## src/rtl/uart_rx_8n1.sv

```systemverilog
// 8N1 UART receiver: synchronizes the serial line, samples each bit at its midpoint,
// and reports each byte with a one-cycle valid or framing-error pulse.
module uart_rx_8n1 #(
    parameter int CLKS_PER_BIT = 10417,
    parameter int SYNC_STAGES  = 2
) (
    input  logic       i_Clk,
    input  logic       i_Rst_n,
    input  logic       i_RxD,
    output logic [7:0] o_Data,
    output logic       o_Valid,
    output logic       o_Frame_Err,
    output logic       o_Busy
);

    localparam int CNT_W = $clog2(CLKS_PER_BIT);
    localparam logic [CNT_W-1:0] HALF_MAX = CNT_W'(CLKS_PER_BIT / 2 - 1);
    localparam logic [CNT_W-1:0] FULL_MAX = CNT_W'(CLKS_PER_BIT - 1);

    typedef enum logic [2:0] {
        S_IDLE,
        S_START,
        S_DATA,
        S_STOP,
        S_BREAK
    } state_t;

    state_t                 state;
    logic [SYNC_STAGES-1:0] sync_q;
    logic                   rx_s;
    logic [CNT_W-1:0]       cnt;
    logic [2:0]             bit_idx;
    logic [7:0]             shreg;

    // Synchronizer resets to all ones so the line looks idle out of reset.
    always_ff @(posedge i_Clk or negedge i_Rst_n) begin
        if (!i_Rst_n) begin
            sync_q <= '1;
        end else begin
            sync_q <= {sync_q[SYNC_STAGES-2:0], i_RxD};
        end
    end

    assign rx_s = sync_q[SYNC_STAGES-1];

    // o_Busy is registered alongside every state change so it tracks state != IDLE.
    always_ff @(posedge i_Clk or negedge i_Rst_n) begin
        if (!i_Rst_n) begin
            state       <= S_IDLE;
            cnt         <= '0;
            bit_idx     <= '0;
            shreg       <= '0;
            o_Data      <= '0;
            o_Valid     <= 1'b0;
            o_Frame_Err <= 1'b0;
            o_Busy      <= 1'b0;
        end else begin
            o_Valid     <= 1'b0;
            o_Frame_Err <= 1'b0;
            case (state)
                S_IDLE: begin
                    if (!rx_s) begin
                        cnt    <= '0;
                        state  <= S_START;
                        o_Busy <= 1'b1;
                    end
                end
                S_START: begin
                    if (cnt == HALF_MAX) begin
                        if (!rx_s) begin
                            cnt     <= '0;
                            bit_idx <= '0;
                            state   <= S_DATA;
                        end else begin
                            state  <= S_IDLE;
                            o_Busy <= 1'b0;
                        end
                    end else begin
                        cnt <= cnt + CNT_W'(1);
                    end
                end
                S_DATA: begin
                    if (cnt == FULL_MAX) begin
                        cnt            <= '0;
                        shreg[bit_idx] <= rx_s;
                        if (bit_idx == 3'd7) begin
                            state <= S_STOP;
                        end else begin
                            bit_idx <= bit_idx + 3'd1;
                        end
                    end else begin
                        cnt <= cnt + CNT_W'(1);
                    end
                end
                S_STOP: begin
                    if (cnt == FULL_MAX) begin
                        cnt <= '0;
                        if (rx_s) begin
                            o_Data  <= shreg;
                            o_Valid <= 1'b1;
                            state   <= S_IDLE;
                            o_Busy  <= 1'b0;
                        end else begin
                            o_Frame_Err <= 1'b1;
                            state       <= S_BREAK;
                        end
                    end else begin
                        cnt <= cnt + CNT_W'(1);
                    end
                end
                S_BREAK: begin
                    // Held-low line must not look like a new start bit.
                    if (rx_s) begin
                        state  <= S_IDLE;
                        o_Busy <= 1'b0;
                    end
                end
                default: begin
                    state  <= S_IDLE;
                    o_Busy <= 1'b0;
                end
            endcase
        end
    end

endmodule

```

## config.mk

```make
export PLATFORM = sky130hd
export DESIGN_NAME = uart_rx_8n1
export DESIGN_NICKNAME = d
export VERILOG_FILES = /design/src/rtl/uart_rx_8n1.sv
export SDC_FILE = /design/constraint.sdc
export NUM_CORES = 1
export LEC_CHECK = 0
export BUFFER_PORTS_ARGS = -buffer_cell sky130_fd_sc_hd__buf_2
export CORE_MARGIN = 1.5
export CORE_UTILIZATION = 25
export CTS_BUF_LIST = sky130_fd_sc_hd__clkbuf_16
export DETAILED_ROUTE_END_ITERATION = 10
export MAX_ROUTING_LAYER = met4
export PLACE_DENSITY = 0.48
export SKIP_LAST_GASP = 1
export SYNTH_ARGS = -nofsm -noshare
export SYNTH_HDL_FRONTEND = slang
export SYNTH_SLANG_ARGS = --single-unit
```

## constraint.sdc

```tcl
create_clock -name i_Clk -period 5.35 [get_ports i_Clk]
set_input_delay 1.07 -clock i_Clk [delete_from_list [all_inputs] [get_ports i_Clk]]
set_output_delay 1.07 -clock i_Clk [all_outputs]
set_load 0.05 [all_outputs]
```

==> reports/qor.txt, run 1 <==
YOSYS
--------------------------------------------------------------------------------------
Count leader, synth                                                            dfrtp_1
Count of mapped cells out of synthesis                                             206
Synth Area per Inst                                                           10.4 µm²
Top cells by area in the synthesized netlist                              dfrtp_1 (46%), mux2_2 (6.8%), a21oi_1 (3.7%)
Number of synthesized flops with an enable pin                                       0
Fraction of the yosys area taken by sequential cells                             0.480
Distinct cells, synth                                                               45
Net count after synthesis                                                          213
Synth cell count leaders                                                  dfrtp_1 (39), a21oi_1 (16), nand2_1 (15), mux2_2 (13), nand3_1 (13)
Post-synthesis cell type with the largest combined area                        dfrtp_1
Post-synthesis instance area                                                  2140 µm²
Yosys Warn Count                                                                     0
Top FF cell, synth                                                             dfrtp_1
Yosys top cell area share                                                        0.455
Synth Register Bits                                                                 41
Share of flip-flops with an asynchronous set or reset                             1.00

STA
--------------------------------------------------------------------------------------
Number of endpoints with negative hold slack in the final report                     0
Slew Viols, Final                                                                    0
Setup repair after global routing missed its margin                              false
Worst slew slack as a fraction of its limit                                      0.374
Tightest Pin Transition                                                       0.940 ns
Max Clock Skew                                                              0.00795 ns
Final TNS setup                                                                   0 ns
Final worst-path cycle share                                                     0.450
Highest clock rate                                                           0.415 GHz
Setup violation total in the final timing report                                     0
Min Clock Period, post-route                                                   2.41 ns

RUN STATUS
--------------------------------------------------------------------------------------
Run status                                                                   completed

WORST SETUP PATH
--------------------------------------------------------------------------------------
Worst path cell trace                                                     nor4b_4 > and4_1 > o32ai_4 > and3_1 > a221o_1
Source of the worst register-to-register timing path                            cnt[3]
CP Buf/Inv Count                                                                     0
Worst R2R Path Depth                                                                 5
Required @ worst endpoint                                                      5.52 ns
Crit path from                                                                  cnt[3]
Largest driver fanout on the critical path                                          28
Setup crit end kind                                                          flip-flop
Worst-path cell with the longest stage delay                                    and4_1
Critical path class                                                            reg2reg
Dominant delay contributor by cell family on the critical path            simple AND/OR/NAND/NOR gates
Critical path's largest stage delay                                            0.55 ns
Critical path startpoint category                                            flip-flop
Endpoint arrival time on the critical path                                     2.58 ns
Critical path depth in cells                                                         5

FLOORPLAN
--------------------------------------------------------------------------------------
Number of standard-cell rows in the floorplan                                       33
Top Ports                                                                           14
Std-Cell Core Area                                                            8260 µm²
Die span in y                                                                  95.6 µm
Die Width                                                                      95.6 µm
Starting density of the core                                                     0.260
Die Area                                                                      9140 µm²

LAYOUT
--------------------------------------------------------------------------------------
Area taken by multi-input logic gates                                         1030 µm²
Flip-flop and latch area                                                      1030 µm²
N_diodes                                                                             0
P&R area growth vs syn                                                           14.2%
Fraction of layout cells with a size suffix above 1                              0.195
Number of inserted filler cells in the final layout                                875
Final net count                                                                    221
Layout Cells excl Fill                                                             320

CLOCK NETWORK
--------------------------------------------------------------------------------------
Buffer levels on the longest clock path                                              2
Number of clock sinks seen by CTS                                                   41
Root Buffer                                                                  clkbuf_16
CTS tree                                                                           yes
Number of hold buffers added after cts                                               0
Cts repair resizes                                                                   0
Number of buffers created by CTS                                                     5
Clock slew at the register clock pins of the worst setup and hold paths        0.07 ns
# Post-CTS Setup Buffers                                                             0
Worst-skew pair later-pin latency                                              0.29 ns
Deepest level of the CTS H-tree                                                      2

ROUTE
--------------------------------------------------------------------------------------
Number of optimization iterations in the first detailed-route pass                   4
Mean routed wirelength per cell                                                13.7 µm
Initial DRC count                                                                   74
Residual DRC count                                                                   0
Drt total wl                                                                   4380 µm
Via-per-instance ratio                                                            4.85
Routed vias                                                                       1553
Number of antenna-violating nets in the routed design                                0

GRT
--------------------------------------------------------------------------------------
Global-route congestion overflow total                                               0
Initial antenna violation count                                                      0
GRT Util Overall                                                                 0.109
Vias in the first global route                                                    1484
Largest net degree at the start of global routing                                   42
Wire length of the first global-routing pass                                   7400 µm

MIN PATH
--------------------------------------------------------------------------------------
Launch point of the worst hold path                                          sync_q[0]
Kind of path behind the tightest hold check                                    reg2reg
Cell depth of the worst min-delay path                                               0

PWR
--------------------------------------------------------------------------------------
Leak pwr                                                                       1.15 nW
Power density of the placed cells                                           277 nW/µm²
Peak ir drop on the vdd network                                               0.117 mV

PLACE
--------------------------------------------------------------------------------------
Placed wire-length estimate after detailed placement                           2820 µm
Placed instance count                                                              312
Total of buffers placed on input and output ports                                   13
RD Place Congestion                                                              0.773

JOB
--------------------------------------------------------------------------------------
Count of max-cap constraint violations                                               0

==> worst paths after layout <==
path                                    to  slack [ns]
worst max-delay path               cnt[11]        2.94
worst min-delay path             sync_q[1]        0.35
worst max register to register     cnt[11]        2.94
worst min register to register   sync_q[1]        0.35
max in group asynchronous       bit_idx[2]        3.85
min in group asynchronous           cnt[9]        0.92
==> registers in the layout (all words and copies together), names as in the netlist <==
signal       cells
o_Valid          1
state            3
sync_q           2
shreg            8
o_Data           8
o_Frame_Err      1
cnt             14
bit_idx          3
o_Busy           1
==> layer usage <==
metal  part of all wire  GRT usage  vias up
met1               0.51      0.148      751
met5                  0          -        -
met3              0.036     0.0207        5
met4              0.016     0.0515        0
li1                   -          -      771
met2               0.44      0.154       26
==> metrics by stage <==
step	util	setup slack (ns)	total power, W	instance area (µm²)	hold slack (ns)
global route	0.297	2.76	0.000702	2450	0.353
detailed placement	0.276	2.94	0.000328	2280	0.349
finish	0.297	2.94	0.000678	2450	0.353
CTS	0.297	2.95	0.000688	2450	0.352
global placement	0.276	2.99	0.000328	2280	0.346
floorplan	-	3.42	0.000320	2140	0.345
==> cell usage in the layout (no fill, tap or decap), types with 2 or more instances in the layout <==
| cell type | n |
|---|---|
| dfrtp_1 | 39 |
| a21oi_1 | 16 |
| nand2_1 | 15 |
| nand3_1 | 13 |
| mux2_2 | 13 |
| buf_2 | 13 |
| nor2_1 | 11 |
| nand4_1 | 7 |
| and3_1 | 7 |
| o21ai_0 | 7 |
| inv_1 | 6 |
| nand2b_1 | 6 |
| a31oi_1 | 5 |
| clkbuf_16 | 5 |
| nor3_1 | 4 |
| mux2i_1 | 4 |
| ha_1 | 4 |
| nor2b_1 | 3 |
| and4_1 | 3 |
| nor3b_1 | 3 |
| mux2_1 | 3 |
| a221o_1 | 2 |
| a32oi_1 | 2 |
| nand3b_1 | 2 |
| dfstp_2 | 2 |
==> logic make-up after synthesis <==
group           synth area share
simple gates               0.230
flops                      0.480
compound gates             0.124
mux                        0.103
buf+inv                   0.0403
fa+ha+maj                 0.0233
==> report_power, final <==
| group | switching (W) | internal (W) | total (W) |
|---|---|---|---|
| logic | 0.00000688 | 0.00000132 | 0.00000820 |
| registers | 0.00000216 | 0.000311 | 0.000314 |
| clock network | 0.000135 | 0.000221 | 0.000357 |
| total | 0.000144 | 0.000534 | 0.000678 |
==> final cells by class <==
type | instances | area share
Tap cell | 105 | 0.0537
Clock inverter | 3 | 0.0189
Multi-Input combinational cell | 147 | 0.421
Clock buffer | 5 | 0.0511
Sequential cell | 41 | 0.420
Timing Repair Buffer | 13 | 0.0266
Inverter | 6 | 0.00920
(Power assumes the default switching activity.)
==> inputs of run 2 (changes only) <==
==> constraint.sdc (replaced) <==
create_clock -name i_Clk -period 2.4 [get_ports i_Clk]
set_input_delay 0.48 -clock i_Clk [delete_from_list [all_inputs] [get_ports i_Clk]]
set_output_delay 0.48 -clock i_Clk [all_outputs]
set_load 0.05 [all_outputs]
==> run 2 against run 1 <==
  * Critical path depth unchanged
  * Register-to-register slack lost 2.7 ns
  * Clock power rose by 120%
  * Critical endpoint is now cnt[13]
  * Global-route usage up 0.34 points
==> reports/qor.txt, run 2 (synthesis results as in run 1) <==
RUN STATUS
--------------------------------------------------------------------------------------
Run status                                                                   completed

GRT
--------------------------------------------------------------------------------------
Global-route congestion overflow total                                               0   unchanged
GRT Util Overall                                                                 0.112   +0.00344
Vias in the first global route                                                    1496   +0.81%
Wire length of the first global-routing pass                                   7590 µm   +2.5%
Initial antenna violation count                                                      0   unchanged
Largest net degree at the start of global routing                                   29   -31%

ROUTE
--------------------------------------------------------------------------------------
Via-per-instance ratio                                                            4.86   +0.15%
Mean routed wirelength per cell                                                14.0 µm   +2.0%
Residual DRC count                                                                   0   unchanged
Number of optimization iterations in the first detailed-route pass                   5   +1
Number of antenna-violating nets in the routed design                                0   unchanged
Initial DRC count                                                                  100   +35%
Routed vias                                                                       1599   +3.0%
Drt total wl                                                                   4600 µm   +4.9%

FLOORPLAN
--------------------------------------------------------------------------------------
Die Area                                                                      9140 µm²   unchanged
Std-Cell Core Area                                                            8260 µm²   unchanged
Starting density of the core                                                     0.260   unchanged
Die span in y                                                                  95.6 µm   unchanged
Die Width                                                                      95.6 µm   unchanged
Top Ports                                                                           14   unchanged
Number of standard-cell rows in the floorplan                                       33   unchanged

WORST SETUP PATH
--------------------------------------------------------------------------------------
Endpoint arrival time on the critical path                                     2.36 ns   -0.22 ns
Largest driver fanout on the critical path                                          14   -50%
Critical path class                                                            reg2reg
Worst path cell trace                                                     nor4bb_1 > and4_1 > o32ai_4 > and3_1 > a221o_1
Critical path startpoint category                                            flip-flop
Critical path's largest stage delay                                            0.50 ns   -0.05 ns
Setup crit end kind                                                          flip-flop
CP Buf/Inv Count                                                                     0   unchanged
Slack of the worst reg-to-reg path                                             0.21 ns   -2.73 ns
Worst R2R Path Depth                                                                 5   unchanged
Dominant delay contributor by cell family on the critical path            simple AND/OR/NAND/NOR gates
Critical path depth in cells                                                         5   unchanged
Worst-path cell with the longest stage delay                                   dfrtp_1
Required @ worst endpoint                                                      2.58 ns   -2.94 ns

PLACE
--------------------------------------------------------------------------------------
Placed instance count                                                              320   +2.6%
Setup slack after placement                                                  0.0376 ns   -2.90 ns
RD Place Congestion                                                              0.768   -0.63%
Total of buffers placed on input and output ports                                   13   unchanged
Placed wire-length estimate after detailed placement                           2900 µm   +2.9%

STA
--------------------------------------------------------------------------------------
Final worst-path cycle share                                                     0.911   +0.461
Setup slack after layout                                                      0.213 ns   -2.73 ns
Min Clock Period, post-route                                                   2.19 ns   -0.221 ns
Slew Viols, Final                                                                    0   unchanged
Number of endpoints with negative hold slack in the final report                     0   unchanged
Max Clock Skew                                                              0.00760 ns   -0.000352 ns
Worst slew slack as a fraction of its limit                                      0.588   +0.215
Setup repair after global routing missed its margin                              false
Setup violation total in the final timing report                                     0   unchanged
Tightest Pin Transition                                                       0.618 ns   -0.322 ns
Highest clock rate                                                           0.457 GHz   +10%
Final TNS setup                                                                   0 ns   unchanged

CLOCK NETWORK
--------------------------------------------------------------------------------------
Buffer levels on the longest clock path                                              2   unchanged
Number of clock sinks seen by CTS                                                   41   unchanged
CTS tree                                                                           yes
Clock slew at the register clock pins of the worst setup and hold paths        0.07 ns   about the same
Worst-skew pair later-pin latency                                              0.29 ns   about the same
Root Buffer                                                                  clkbuf_16
# Post-CTS Setup Buffers                                                             0   unchanged
Cts repair resizes                                                                   0   unchanged
Number of hold buffers added after cts                                               0   unchanged
Deepest level of the CTS H-tree                                                      2   unchanged
Number of buffers created by CTS                                                     5   unchanged

JOB
--------------------------------------------------------------------------------------
Count of max-cap constraint violations                                               0   unchanged

LAYOUT
--------------------------------------------------------------------------------------
Final cell utilization of the core                                               0.309   +0.0121
Most frequent cells in the layout                                         dfrtp_1 (39), a21oi_1 (16), nand2_1 (15)
Number of inserted filler cells in the final layout                                869   -0.69%
Leading registers by flop count                                           cnt (14), o_Data (8), shreg (8)
P&R area growth vs syn                                                           18.8%
Leading cell type in the layout, fill and taps excluded                        dfrtp_1
N_diodes                                                                             0   unchanged
Fraction of layout cells with a size suffix above 1                              0.228   +0.0323
Top reg by flops                                                                   cnt
Max reg flops                                                                       14   unchanged
Layout Cells excl Fill                                                             329   +2.8%
Final net count                                                                    230   +4.1%

PWR
--------------------------------------------------------------------------------------
Leak pwr                                                                       1.20 nW   +4.1%
Power density of the placed cells                                           589 nW/µm²   +110%
Peak ir drop on the vdd network                                               0.236 mV   +100%

MIN PATH
--------------------------------------------------------------------------------------
Kind of path behind the tightest hold check                                   in2async

## run 2: path summary, 6_finish.rpt
| check | startpoint | to |
|---|---|---|
| worst max-delay path | cnt[6] | cnt[13] |
| worst min-delay path | i_Rst_n | cnt[7] |
| worst max register to register | cnt[6] | cnt[13] |
| worst min register to register | sync_q[0] | sync_q[1] |
| max in group asynchronous | i_Rst_n | sync_q[1] |
| min in group i_Clk | i_RxD | sync_q[0] |
## run 2: cell type report
| type | instances | area [µm²] | share of cell area |
|---|---|---|---|
| inverters | 6 | 22.5 | 0.00884 |
| repair buffers | 21 | 138 | 0.0540 |
| multi-input cells | 148 | 1060 | 0.415 |
| clock buffers | 5 | 125 | 0.0491 |
| well taps | 105 | 131 | 0.0515 |
| clock inverters | 3 | 46.3 | 0.0182 |
| flip-flops and latches | 41 | 1030 | 0.404 |
## run 2: routing by layer
| layer | vias to the layer above | routed length (µm) | global-route usage |
|---|---|---|---|
| li1 | 790 | - | - |
| met1 | 774 | 2310 | 0.155 |
| met2 | 28 | 2050 | 0.157 |
| met3 | 7 | 149 | 0.0239 |
| met4 | 0 | 91 | 0.0478 |
| met5 | - | 0 | - |
## run 2: stage by stage
stage	total power [W]	cell area [µm²]	hold slack, ns
detailed placement	0.000733	2350	0.347
CTS	0.00152	2520	0.135
floorplan	0.000714	2140	0.184
global route	0.00155	2550	0.148
global placement	0.000733	2350	0.345
finish	0.00150	2550	0.120
## run 2: report_power, final
group	switching [W]	internal [W]	total (W)	leakage, nW
clock network	0.000290	0.000492	0.000782	0.0800
logic	0.0000160	0.00000399	0.0000200	0.575
registers	0.00000476	0.000694	0.000699	0.546
## run 2: worst register-to-register path: stages, from the launching register on
cell and delay [ns]:
dfrtp_1 0.50, nor4bb_1 0.46, and4_1 0.45, o32ai_4 0.21, and3_1 0.22, a221o_1 0.25
==> inputs of run 3 (changes only) <==
--- a/config.mk
+++ b/config.mk
@@ -5,13 +5,13 @@
 export SDC_FILE = /design/constraint.sdc
 export NUM_CORES = 1
 export LEC_CHECK = 0
-export BUFFER_PORTS_ARGS = -buffer_cell sky130_fd_sc_hd__buf_2
 export CORE_MARGIN = 1.5
 export CORE_UTILIZATION = 25
 export CTS_BUF_LIST = sky130_fd_sc_hd__clkbuf_16
 export DETAILED_ROUTE_END_ITERATION = 10
+export DONT_BUFFER_PORTS = 1
 export MAX_ROUTING_LAYER = met4
-export PLACE_DENSITY = 0.48
+export PLACE_DENSITY = 0.46
 export SKIP_LAST_GASP = 1
 export SYNTH_ARGS = -nofsm -noshare
 export SYNTH_HDL_FRONTEND = slang
==> run 3 against run 2 <==
  * Critical path depth increased by 3
  * Clock-buffer cell count unchanged
  * Register-to-register slack improved by 0.04 ns
  * Utilization decreased by 1.2 points
  * Via count decreased by 3.8%
  * Non-clock buffer count decreased by 13
  * Fmax increased by 2.0%
  * Critical path type unchanged
  * Largest power group unchanged
==> reports/qor.txt, run 3 (synthesis results as in run 1) <==
WORST SETUP PATH
--------------------------------------------------------------------------------------
Worst R2R Path Depth                                                                 8   +3
Largest driver fanout on the critical path                                          10   -4
Source of the worst register-to-register timing path                            cnt[0]
Endpoint arrival time on the critical path                                     2.30 ns   -0.06 ns
Setup crit end kind                                                          flip-flop
Slack of the worst reg-to-reg path                                             0.26 ns   +0.04 ns
Worst r2r dst                                                                  cnt[11]
Critical path class                                                            reg2reg
Critical path startpoint category                                            flip-flop
Required @ worst endpoint                                                      2.56 ns   -0.02 ns

JOB
--------------------------------------------------------------------------------------
Count of max-cap constraint violations                                               0   unchanged

FLOORPLAN
--------------------------------------------------------------------------------------
Top Ports                                                                           14   unchanged
Number of standard-cell rows in the floorplan                                       33   unchanged
Std-Cell Core Area                                                            8260 µm²   unchanged
Die Area                                                                      9140 µm²   unchanged
Starting density of the core                                                     0.260   unchanged
Die Width                                                                      95.6 µm   unchanged
Die span in y                                                                  95.6 µm   unchanged

GRT
--------------------------------------------------------------------------------------
Met3 usage in global routing                                                    0.0223   -0.00159
GRT Util Overall                                                                 0.108   -0.00425
Wire length of the first global-routing pass                                   7370 µm   -2.9%
Peak-usage layer in the global routing report                                     met1
Global-route congestion overflow total                                               0   unchanged
GR met1 Demand/Resource                                                          0.154   -0.000456
Vias in the first global route                                                    1423   -4.9%
Initial antenna violation count                                                      0   unchanged
Largest net degree at the start of global routing                                   40   +38%
Met2 track utilization from global routing                                       0.148   -0.00939

LAYOUT
--------------------------------------------------------------------------------------
Final Cell Area                                                               2450 µm²   -3.8%
Area taken by multi-input logic gates                                         1030 µm²   -2.6%
N_diodes                                                                             0   unchanged
Final net count                                                                    216   -6.1%
P&R area growth vs syn                                                           14.3%
Top reg by flops                                                                   cnt
Leading registers by flop count                                           cnt (14), o_Data (8), shreg (8)
Max reg flops                                                                       14   unchanged
Number of inserted filler cells in the final layout                                867   -0.23%
Layout Cells excl Fill                                                             315   -4.3%
Flip-flop and latch area                                                      1030 µm²   unchanged
Leading cell type in the layout, fill and taps excluded                        dfrtp_1
Most frequent cells in the layout                                         dfrtp_1 (39), a21oi_1 (16), nand2_1 (15)
Fraction of layout cells with a size suffix above 1                              0.171   -0.0562
Final cell utilization of the core                                               0.297   -0.0118

STA
--------------------------------------------------------------------------------------
Tightest Pin Transition                                                       0.613 ns   -0.00432 ns
Setup repair after global routing missed its margin                              false
Final TNS setup                                                                   0 ns   unchanged
Final worst-path cycle share                                                     0.894   -0.0178
Worst slew slack as a fraction of its limit                                      0.591   +0.00288
Setup violation total in the final timing report                                     0   unchanged
Max Clock Skew                                                              0.00290 ns   -0.00470 ns
Min Clock Period, post-route                                                   2.14 ns   -0.0427 ns
Highest clock rate                                                           0.466 GHz   +2.0%
Slew Viols, Final                                                                    0   unchanged
Number of endpoints with negative hold slack in the final report                     0   unchanged

MIN PATH
--------------------------------------------------------------------------------------
Kind of path behind the tightest hold check                                   in2async

ROUTE
--------------------------------------------------------------------------------------
Number of optimization iterations in the first detailed-route pass                   4   -1
Initial DRC count                                                                  117   +17%
Routed vias                                                                       1538   -3.8%
Mean routed wirelength per cell                                                14.1 µm   +0.58%
Drt total wl                                                                   4430 µm   -3.7%
Via-per-instance ratio                                                            4.88   +0.46%
Number of antenna-violating nets in the routed design                                0   unchanged
Residual DRC count                                                                   0   unchanged

CLOCK NETWORK
--------------------------------------------------------------------------------------
Buffer levels on the longest clock path                                              2   unchanged
Number of clock sinks seen by CTS                                                   41   unchanged
Clock slew at the register clock pins of the worst setup and hold paths        0.06 ns   about the same
Worst-skew pair later-pin latency                                              0.28 ns   about the same
Cts repair resizes                                                                   0   unchanged
# Post-CTS Setup Buffers                                                             0   unchanged
Root Buffer                                                                  clkbuf_16
Number of hold buffers added after cts                                               1   +1
Deepest level of the CTS H-tree                                                      2   unchanged
Number of buffers created by CTS                                                     5   unchanged
CTS tree                                                                           yes

PWR
--------------------------------------------------------------------------------------
Power density of the placed cells                                           600 nW/µm²   +1.9%
Leak pwr                                                                       1.13 nW   -6.0%
Peak ir drop on the vdd network                                               0.247 mV   +4.7%
Final Power                                                                  0.00147 W   -2.0%

PLACE
--------------------------------------------------------------------------------------
Placed wire-length estimate after detailed placement                           2980 µm   +2.6%
Placed instance count                                                              306   -4.4%
RD Place Congestion                                                              0.729   -5.1%
Total of buffers placed on input and output ports                                    0   -13
Post-placement cell area                                                      2260 µm²   -3.6%

RUN STATUS
--------------------------------------------------------------------------------------
Run status                                                                   completed

run 3: cell count changes in the layout (fill, tap and decap cells not counted), sizes merged:
cell	delta
o32ai	-1
buf	-13
run 3: worst max path at each step:
| stage | startpoint | end | slack [ns] |
|---|---|---|---|
| finish | cnt[0] | cnt[11] | 0.26 |
| global route | cnt[1] | shreg[2] | 0.1 |
| CTS | cnt[1] | cnt[11] | 0.26 |
| detailed placement | cnt[1] | cnt[13] | 0.26 |
| global placement | cnt[0] | shreg[0] | 0.33 |
| floorplan | cnt[3] | shreg[4] | 0.47 |
run 3: cell type report:
cell class,count,area share
clock buffer,5,0.0510
sequential,41,0.420
tap,105,0.0536
clock inverter,3,0.0168
inverter,6,0.00919
timing repair buffer,8,0.0296
multi-input combinational,147,0.420
run 3: worst max-delay path, cell delays in order (launching register included):
cell and delay (ns):
dfrtp_1 0.42, inv_1 0.08, ha_1 0.13, and3b_1 0.19, and4_1 0.44, o32ai_4 0.16, buf_4 0.19, and3_1 0.16
a221o_1 0.26
run 3: report_power, final:
part / switching [W] / internal [W] / total, W
clock: 0.000265 / 0.000487 / 0.000751
combinational: 0.0000144 / 0.00000528 / 0.0000197
sequential: 0.00000487 / 0.000694 / 0.000699
total: 0.000284 / 0.00119 / 0.00147
run 3: metal layers:
metal,wire length [µm],up-vias,share of wire
met5,0,-,0
met4,60,0,0.014
met3,170,4,0.038
met2,1910,29,0.43
met1,2280,742,0.52
li1,-,763,-
run 3: metrics by stage:
step                      worst slack (ns)  hold WS [ns]
final                                0.255        0.0402
after floorplan                      0.471         0.184
after CTS                            0.255        0.0318
after global placement               0.331         0.186
after global routing                0.0967        0.0247
after detailed placement             0.264         0.185
